File: src/rtl/lsu_exec.sv
// Load/store execution unit: one packet at a time through IDLE -> MEM -> WB.
// Optional macro LSU_MISALIGN_TRAP_EN turns misaligned half/word accesses into exceptions.
module lsu_exec (
    input  logic         clk,
    input  logic         rstn,
    input  logic         i_drive_1,
    output logic         o_free_1,
    input  logic [176:0] i_issue_data_177,
    output logic         o_mem_req_1,
    output logic         o_mem_we_1,
    output logic [31:0]  o_mem_addr_32,
    output logic [3:0]   o_mem_be_4,
    output logic [31:0]  o_mem_wdata_32,
    input  logic         i_mem_ack_1,
    input  logic [31:0]  i_mem_rdata_32,
    output logic         o_drive_wb_1,
    input  logic         i_free_wb_1,
    output logic [4:0]   o_wb_rd_5,
    output logic [3:0]   o_wb_tag_4,
    output logic [31:0]  o_wb_data_32,
    output logic         o_wb_we_1,
    output logic         o_wb_exc_1,
    output logic [1:0]   o_dbg_state_2
);
    // Handshakes: a transfer happens on a rising edge where valid and ready are both high
    // (i_drive_1/o_free_1, o_mem_req_1/i_mem_ack_1, o_drive_wb_1/i_free_wb_1); the
    // valid side holds its payload stable until that edge.
    typedef enum logic [1:0] {IDLE = 2'd0, MEM = 2'd1, WB = 2'd2} state_t;
    state_t state, nextState;

    logic [112:0] instr;
    logic [31:0]  opL, opR, imm, ea;
    logic [2:0]   funct3;
    logic         isStore, isHalf, isWord, legal, misaligned, trap, needMem, accept;
    logic [4:0]   rd;
    logic [3:0]   tag;
    logic [1:0]   alignedOff;
    logic [3:0]   be;
    logic [31:0]  wdata;
    logic         unusedInstr;

    assign instr       = i_issue_data_177[176:64];
    assign opL         = i_issue_data_177[63:32];
    assign opR         = i_issue_data_177[31:0];
    assign imm         = instr[53:22];
    assign funct3      = instr[21:19];
    assign isStore     = instr[18];
    assign rd          = instr[17:13];
    assign tag         = instr[12:9];
    assign unusedInstr = ^{instr[112:54], instr[8:0]};

    assign ea         = opL + imm;
    assign isHalf     = (funct3[1:0] == 2'b01);
    assign isWord     = (funct3[1:0] == 2'b10);
    assign legal      = isStore ? (funct3 inside {3'b000, 3'b001, 3'b010})
                                : (funct3 inside {3'b000, 3'b001, 3'b010, 3'b100, 3'b101});
    assign misaligned = (isHalf & ea[0]) | (isWord & (ea[1:0] != 2'b00));
`ifdef LSU_MISALIGN_TRAP_EN
    assign trap = legal & misaligned;
`else
    assign trap = 1'b0;
`endif
    assign needMem = legal & ~trap;
    // Without trapping, the low address bits a half/word cannot use are simply dropped.
    assign alignedOff = isWord ? 2'b00 : (isHalf ? {ea[1], 1'b0} : ea[1:0]);
    assign be    = isWord ? 4'b1111 : (isHalf ? (4'b0011 << alignedOff) : (4'b0001 << alignedOff));
    assign wdata = isWord ? opR : (isHalf ? {2{opR[15:0]}} : {4{opR[7:0]}});
    assign accept = i_drive_1 & (state == IDLE);

    always_ff @(posedge clk or negedge rstn) begin
        if (!rstn) state <= IDLE;
        else       state <= nextState;
    end

    always_comb begin
        nextState = state;
        case (state)
            IDLE:    if (accept) nextState = needMem ? MEM : WB;
            MEM:     if (i_mem_ack_1) nextState = WB;
            WB:      if (i_free_wb_1) nextState = IDLE;
            default: nextState = IDLE;
        endcase
    end

    logic [31:0] memAddr, memWdata, wbData;
    logic [3:0]  memBe, wbTag;
    logic        memWe, wbWe, wbExc;
    logic [1:0]  rOff;
    logic [2:0]  rFunct3;
    logic [4:0]  wbRd;
    logic [31:0] shifted, loadVal;

    assign shifted = i_mem_rdata_32 >> {rOff, 3'b000};
    always_comb begin
        loadVal = shifted;
        case (rFunct3)
            3'b000:  loadVal = {{24{shifted[7]}}, shifted[7:0]};
            3'b001:  loadVal = {{16{shifted[15]}}, shifted[15:0]};
            3'b100:  loadVal = {24'd0, shifted[7:0]};
            3'b101:  loadVal = {16'd0, shifted[15:0]};
            default: loadVal = shifted;
        endcase
    end

    always_ff @(posedge clk or negedge rstn) begin
        if (!rstn) begin
            memAddr  <= '0;
            memWdata <= '0;
            memBe    <= '0;
            memWe    <= 1'b0;
            rOff     <= '0;
            rFunct3  <= '0;
            wbRd     <= '0;
            wbTag    <= '0;
            wbData   <= '0;
            wbWe     <= 1'b0;
            wbExc    <= 1'b0;
        end else if (accept) begin
            memAddr  <= {ea[31:2], 2'b00};
            memWdata <= wdata;
            memBe    <= be;
            memWe    <= isStore;
            rOff     <= alignedOff;
            rFunct3  <= funct3;
            wbRd     <= rd;
            wbTag    <= tag;
            wbData   <= trap ? ea : 32'd0;
            wbWe     <= 1'b0;
            wbExc    <= ~needMem;
        end else if ((state == MEM) && i_mem_ack_1 && !memWe) begin
            wbData <= loadVal;
            wbWe   <= (wbRd != 5'd0);
        end
    end

    // Outputs are gated by state so everything outside its phase reads as zero.
    assign o_free_1       = (state == IDLE);
    assign o_mem_req_1    = (state == MEM);
    assign o_mem_we_1     = o_mem_req_1 & memWe;
    assign o_mem_addr_32  = o_mem_req_1 ? memAddr  : 32'd0;
    assign o_mem_be_4     = o_mem_req_1 ? memBe    : 4'd0;
    assign o_mem_wdata_32 = o_mem_req_1 ? memWdata : 32'd0;
    assign o_drive_wb_1   = (state == WB);
    assign o_wb_rd_5      = o_drive_wb_1 ? wbRd   : 5'd0;
    assign o_wb_tag_4     = o_drive_wb_1 ? wbTag  : 4'd0;
    assign o_wb_data_32   = o_drive_wb_1 ? wbData : 32'd0;
    assign o_wb_we_1      = o_drive_wb_1 & wbWe;
    assign o_wb_exc_1     = o_drive_wb_1 & wbExc;
    assign o_dbg_state_2  = state;
endmodule

File: config.mk
export PLATFORM = sky130hd
export DESIGN_NAME = lsu_exec
export DESIGN_NICKNAME = d
export VERILOG_FILES = /design/src/rtl/lsu_exec.sv
export SDC_FILE = /design/constraint.sdc
export NUM_CORES = 1
export LEC_CHECK = 0
export BUFFER_PORTS_ARGS = -buffer_cell sky130_fd_sc_hd__buf_2
export CAP_MARGIN = 10
export CORE_MARGIN = 2
export CORE_UTILIZATION = 50
export DETAILED_ROUTE_END_ITERATION = 8
export PLACE_DENSITY_LB_ADDON = 0.3
export SLEW_MARGIN = 15
export SYNTH_ARGS = -nofsm -noshare
export SYNTH_HDL_FRONTEND = slang
export SYNTH_SLANG_ARGS = --single-unit
File: constraint.sdc
create_clock -name clk -period 2.65 [get_ports clk]
set_clock_uncertainty 0.15 [all_clocks]
set_input_delay 0.53 -clock clk [delete_from_list [all_inputs] [get_ports clk]]
set_output_delay 0.53 -clock clk [all_outputs]
set_load 0.02 [all_outputs]
=== Yosys cells after proc, flatten, opt, wreduce, memory -nomap -nowiden ===
Cells that the tools add are included.

* Equal/unequal tests: 14
* Bitwise gates (word level): 5
* Add/sub/neg operators: 1
* Magnitude comparators: 0
* Shift operators: 3
* Reduce and logical (&&, ||, !) cells: 11
* Muxes and demuxes: 23
* Divide/modulo/power cells: 0
* $mul: 0

{| class="wikitable"
|+ Operator list
! cell !! number
|-
| $mux W32 || 7
|-
| $pmux W32 S4 || 1
|-
| $add A32 B32 Y32 || 1
|-
| $shr A32 B5 Y32 || 1
|-
| $mux W4 || 4
|-
| $eq A3 B3 Y1 const B || 4
|-
| $mux W2 || 5
|-
| $reduce_bool A5 Y1 || 2
|-
| $eq A3 B1 Y1 const B || 2
|-
| $logic_not A3 Y1 || 2
|-
| $ne A2 B1 Y1 const B || 3
|-
| $pmux W2 S3 || 1
|-
| $mux W5 || 1
|-
| $and A1 B1 Y1 || 4
|-
| $eq A2 B1 Y1 const B || 2
|-
| $eq A2 B2 Y1 const B || 2
|-
| $mux W1 || 4
|-
| $shl A1 B2 Y4 const A || 1
|-
| $shl A2 B2 Y4 const A || 1
|-
| $eq A3 B2 Y1 const B || 1
|-
| $reduce_and A3 Y1 || 1
|-
| $reduce_bool A3 Y1 || 1
|-
| $logic_and A1 B1 Y1 || 2
|-
| $logic_not A2 Y1 || 1
|-
| 3 further kinds || 3
|}

* Register bits after elaboration: 117
* Output and inout bits: 117
* Bits in read-only memories: 0
* Bits in writable memories: 0
* Input bits: 214
* Bits in latches: 0
* Memories: 0

=== Longest topological paths before layout ===
* Depth in word-level cells: 6
* Depth in mapped cells: 10
* Mapped depth without buffers: 10

=== Least setup slack after synthesis ===
Ideal clock, no wire load.

* Path kind: input to register
* Start: in i_issue_data_177[32]
* End: reg memAddr[28]
* Arrival time: 2.313 ns
* Required time: 2.374 ns
* Cell stages on the path: 10
* Slack: 0.061 ns
* Buffers on the path: 0
* Library setup time: 0.126 ns
* Path through: ha_1 -> inv_1 -> fa_1 -> nor2b_1 -> o2111ai_2 -> nand2_1 -> a221o_1 -> o221ai_2 -> o2111a_1 -> a221o_1

* Word-level cells in the longest chain between the ends: 1

{| class="wikitable"
|+ RTL lines
! what !! line !! source
|-
| start, declared || 8 || <nowiki>input logic [176:0] i_issue_data_177,</nowiki>
|-
| $add A32 B32 Y32 || 52 || <nowiki>assign ea = opL + imm;</nowiki>
|-
| end signal, assigned || 119 || <nowiki>memAddr <= {ea[31:2], 2'b00};</nowiki>
|-
| end, declared || 85 || <nowiki>logic [31:0] memAddr, memWdata, wbData;</nowiki>
|}

No other way between the ends.
A chain may end at the register's enable or synchronous reset.

=== Worst setup path in the final report ===
Same ends and word-level chain as after synthesis.

==> summary.txt <==
Run status
  – Outcome: completed

Synth
  – Syn avg cell area: around 8.5 um^2
  – Ys Warns: 0
  – FF+latch count, synth: approximately 120
  – Cells after Synth: 961
  – Sequential area share after synthesis: a little over a third
  – Synth area leader: dfrtp_1
  – Yosys top cell area share: between 30% and 40%
  – Most frequent cells after synthesis: 187 x nand2_1, 117 x dfrtp_1, 115 x and2_1, 82 x o21ai_0, 51 x a21oi_1
  – Cell area after synthesis: ~8200 um^2
  – Top-count cell post-synth: nand2_1
  – Asr flop ratio synth: 100%
  – Netlist cell types: 80
  – Largest cells by area after synthesis: dfrtp_1 36%, and2_1 8.8%, nand2_1 8.6%
  – Ys flop type: dfrtp_1
  – Post-synth EDFFs: 0

GRT
  – Global-route wire length before repair: around 38000 um
  – Initial antenna violation count: 0
  – Vias in the first global route: about 7700
  – Largest net degree at the start of global routing: between 40 and 50
  – GR Util All Layers: between 20% and 30%
  – Total grt overflow: 0

Placement
  – Gpl congestion: between 0.8 and 0.9
  – # port buffers: 260
  – Setup WS pre-CTS: -301 ps
  – Dpl hpwl: roughly 17000 um
  – Post-Place Cell Area: 9980 um^2

Drt
  – DRT iter0 DRCs: 511
  – DRC: 0
  – DR WL/cell: around 16 um
  – Final wirelength: ~23000 um
  – Vias per cell: approximately 5.4
  – Vias: about 8000
  – Remaining antenna violation count after routing: 0
  – DR pass1 iterations: 5

Power and ir drop
  – Clock Power Share: roughly a quarter
  – PwrDens: 848 nW/um^2
  – Lkg Pwr: roughly 5.5 nW
  – Sequential power share: 34.1%
  – Sw power: about 3.6 mW
  – Switching part of the total: 39.8%
  – Maximum vdd drop: 0.000497 V
  – Total power: ~9.0 mW
  – Internal power: ~5.4 mW
  – Comb pwr share: between 40% and 50%

Finish
  – Fill cells: between 1000 and 1500
  – Layout cells sized above 1: ~33%
  – Multi-input gate area: about 4900 um^2
  – Seq. cell area: 2930 um^2
  – Ant diodes: 0
  – Nets@finish: 1499
  – Final Cell Area: 10600 um^2
  – Area Overhead vs Synth: 29.7%
  – Fin util: approximately 66%

Worst setup path
  – Setup CP Type: primary input to flip-flop
  – Most frequent CP cell: a221o_1
  – Critical Path AT: 2660 ps
  – Crit end category: flip-flop
  – CP Launch Type: primary input
  – Crit-path cells: buf_2 > ha_1 > inv_1 > fa_1 > nor2b_2 > o2111ai_2 > nand2_1 > a221o_1 > o221ai_4 > o2111a_1 > a221o_1
  – Slowest-stage cell, CP: fa_1
  – CP max stage delay: 420 ps
  – CP Data Required Time: between 2000 and 3000 ps
  – Largest fanout on the critical path: 4

STA
  – Slew Viols, Final: 0
  – Setup_tns: 0 ps
  – Final Worst Setup Slack: about 140 ps
  – Min Tclk post-route: between 2000 and 3000 ps
  – Measured slew at the worst slew-check pin: ~610 ps
  – Period utilization: a little over nine tenths
  – RSZ-0062 raised after global routing: false
  – Final Hold Fails: 0
  – Fmax: 399 MHz
  – Slew margin rel.: between 50% and 60%
  – # setup viols final: 0

Die
  – IO Count: roughly 330
  – Die Ht: ~130 um
  – Width of the die: 132 um
  – Core ar.: between 15000 and 20000 um^2
  – Starting Density: 51.2%
  – FP Rows: 46
  – Die area: ~17000 um^2

CTS
  – CTS sink cnt: 117
  – Clk pin slew, worst setup/hold paths: 60 ps
  – CTS Root Cell: clkbuf_16
  – H-tree levels: 4
  – Maximum clock path buffer count: 2
  – CTS tree: built
  – CTS buffer count: 17
  – Clk Latency, worst-skew pair: roughly 420 ps

Worst hold path
  – Min-Delay Path Class: primary input to flip-flop

Job
  – Total of max-cap violations: 0
area by class of cell:
cell class / instances / area share (%)
well taps: 216 / 2.55
clock inverters: 12 / 1.12
multi-input cells: 763 / 45.9
repair buffers: 335 / 17.9
inverters: 19 / 0.674
clock buffers: 20 / 4.22
flip-flops and latches: 117 / 27.7
power groups by stage:
stage / Combinational [mW] / Sequential (mW) / Clock (mW)
floorplan: 2.65 / 2.88 / 0
global placement: 3.61 / 3.06 / 0
detailed placement: 3.68 / 3.08 / 0
CTS: 3.70 / 3.06 / 2.24
global route: 4.10 / 3.16 / 2.34
finish: 3.70 / 3.06 / 2.21
cells in the final DEF, fill, tap and decap left out, types with 10 or more instances in the layout:
cell type,synthesis,routed
a21o_1,11,11
buf_2,7,259
dfrtp_1,117,117
ha_1,31,31
mux2i_1,42,42
nor2b_1,15,12
inv_1,19,19
nor2_1,34,33
o21ai_0,82,82
clkbuf_16,0,17
a21oi_1,51,50
nand3_1,13,13
nand2_1,187,186
and2_1,115,114
mux2_2,10,10
a22o_1,17,17
buf_4,2,73
sequential cells by signal (all words and copies together), names as in the netlist, 2 cells and up:
name,flops
wbTag,4
memBe,4
rOff,2
rFunct3,3
o_dbg_state_2,2
wbRd,5
memWdata,32
wbData,32
memAddr,30
final timing paths:
kind,cells after the start,slack [ps],endpoint,start
setup / recovery,11,140,memAddr[28]$_DFFE_PN0P_,i_issue_data_177[32]
hold / removal,3,150,wbTag[0]$_DFFE_PN0P_,i_issue_data_177[73]
setup reg to reg,5,490,memBe[2]$_DFFE_PN0P_,o_dbg_state_2[1]$_DFFE_PN0P_
hold reg to reg,2,320,memWdata[6]$_DFFE_PN0P_,memWdata[6]$_DFFE_PN0P_
max in group asynchronous,3,1270,memAddr[9]$_DFFE_PN0P_,rstn
min in group asynchronous,2,470,wbRd[4]$_DFFE_PN0P_,rstn
logic make-up (layout without fill, tap and decap cells):
family	after synthesis	after routing	share of synthesized area (%)
muxes	52	52	6.53
buffers and inverters	82	386	5.12
and+or+nand+nor	417	417	25.8
DFF	117	117	35.9
xor gates and xnor gates	16	16	1.72
adders and majority gates	32	32	5.00
AOI/OAI and AO/OA	244	244	19.8
other	1	2	0.0460
routing by layer:
metal	part of all wire [%]	routed length (um)	vias up	track usage, %
li1	-	-	3930	-
met1	43	9980	3727	34.7
met2	48	11200	317	44.3
met3	6.4	1480	42	5.86
met4	2.2	515	0	8.03
met5	0	0	-	0
critical path, delay by kind of cell:
family	cells	cell delay (ps)
buf+inv	2	140
fa+ha+maj	2	580
compound gates	5	1100
simple gates	2	300
timing repair:
item                       CTS  global route
hold buffers                 1             0
hold endpoints to repair    35             0
resized for setup            0             3
setup endpoints to repair    0             3
setup buffers                0             1
metrics by stage:
stage | hold WS, ps | instances
after floorplan | 84.4 | 962
after global placement | 295 | 1448
after detailed placement | 305 | 1448
after CTS | 145 | 1481
after global routing | 157 | 1482
final | 153 | 1482
Note: power is estimated with default switching activity, not from simulation.
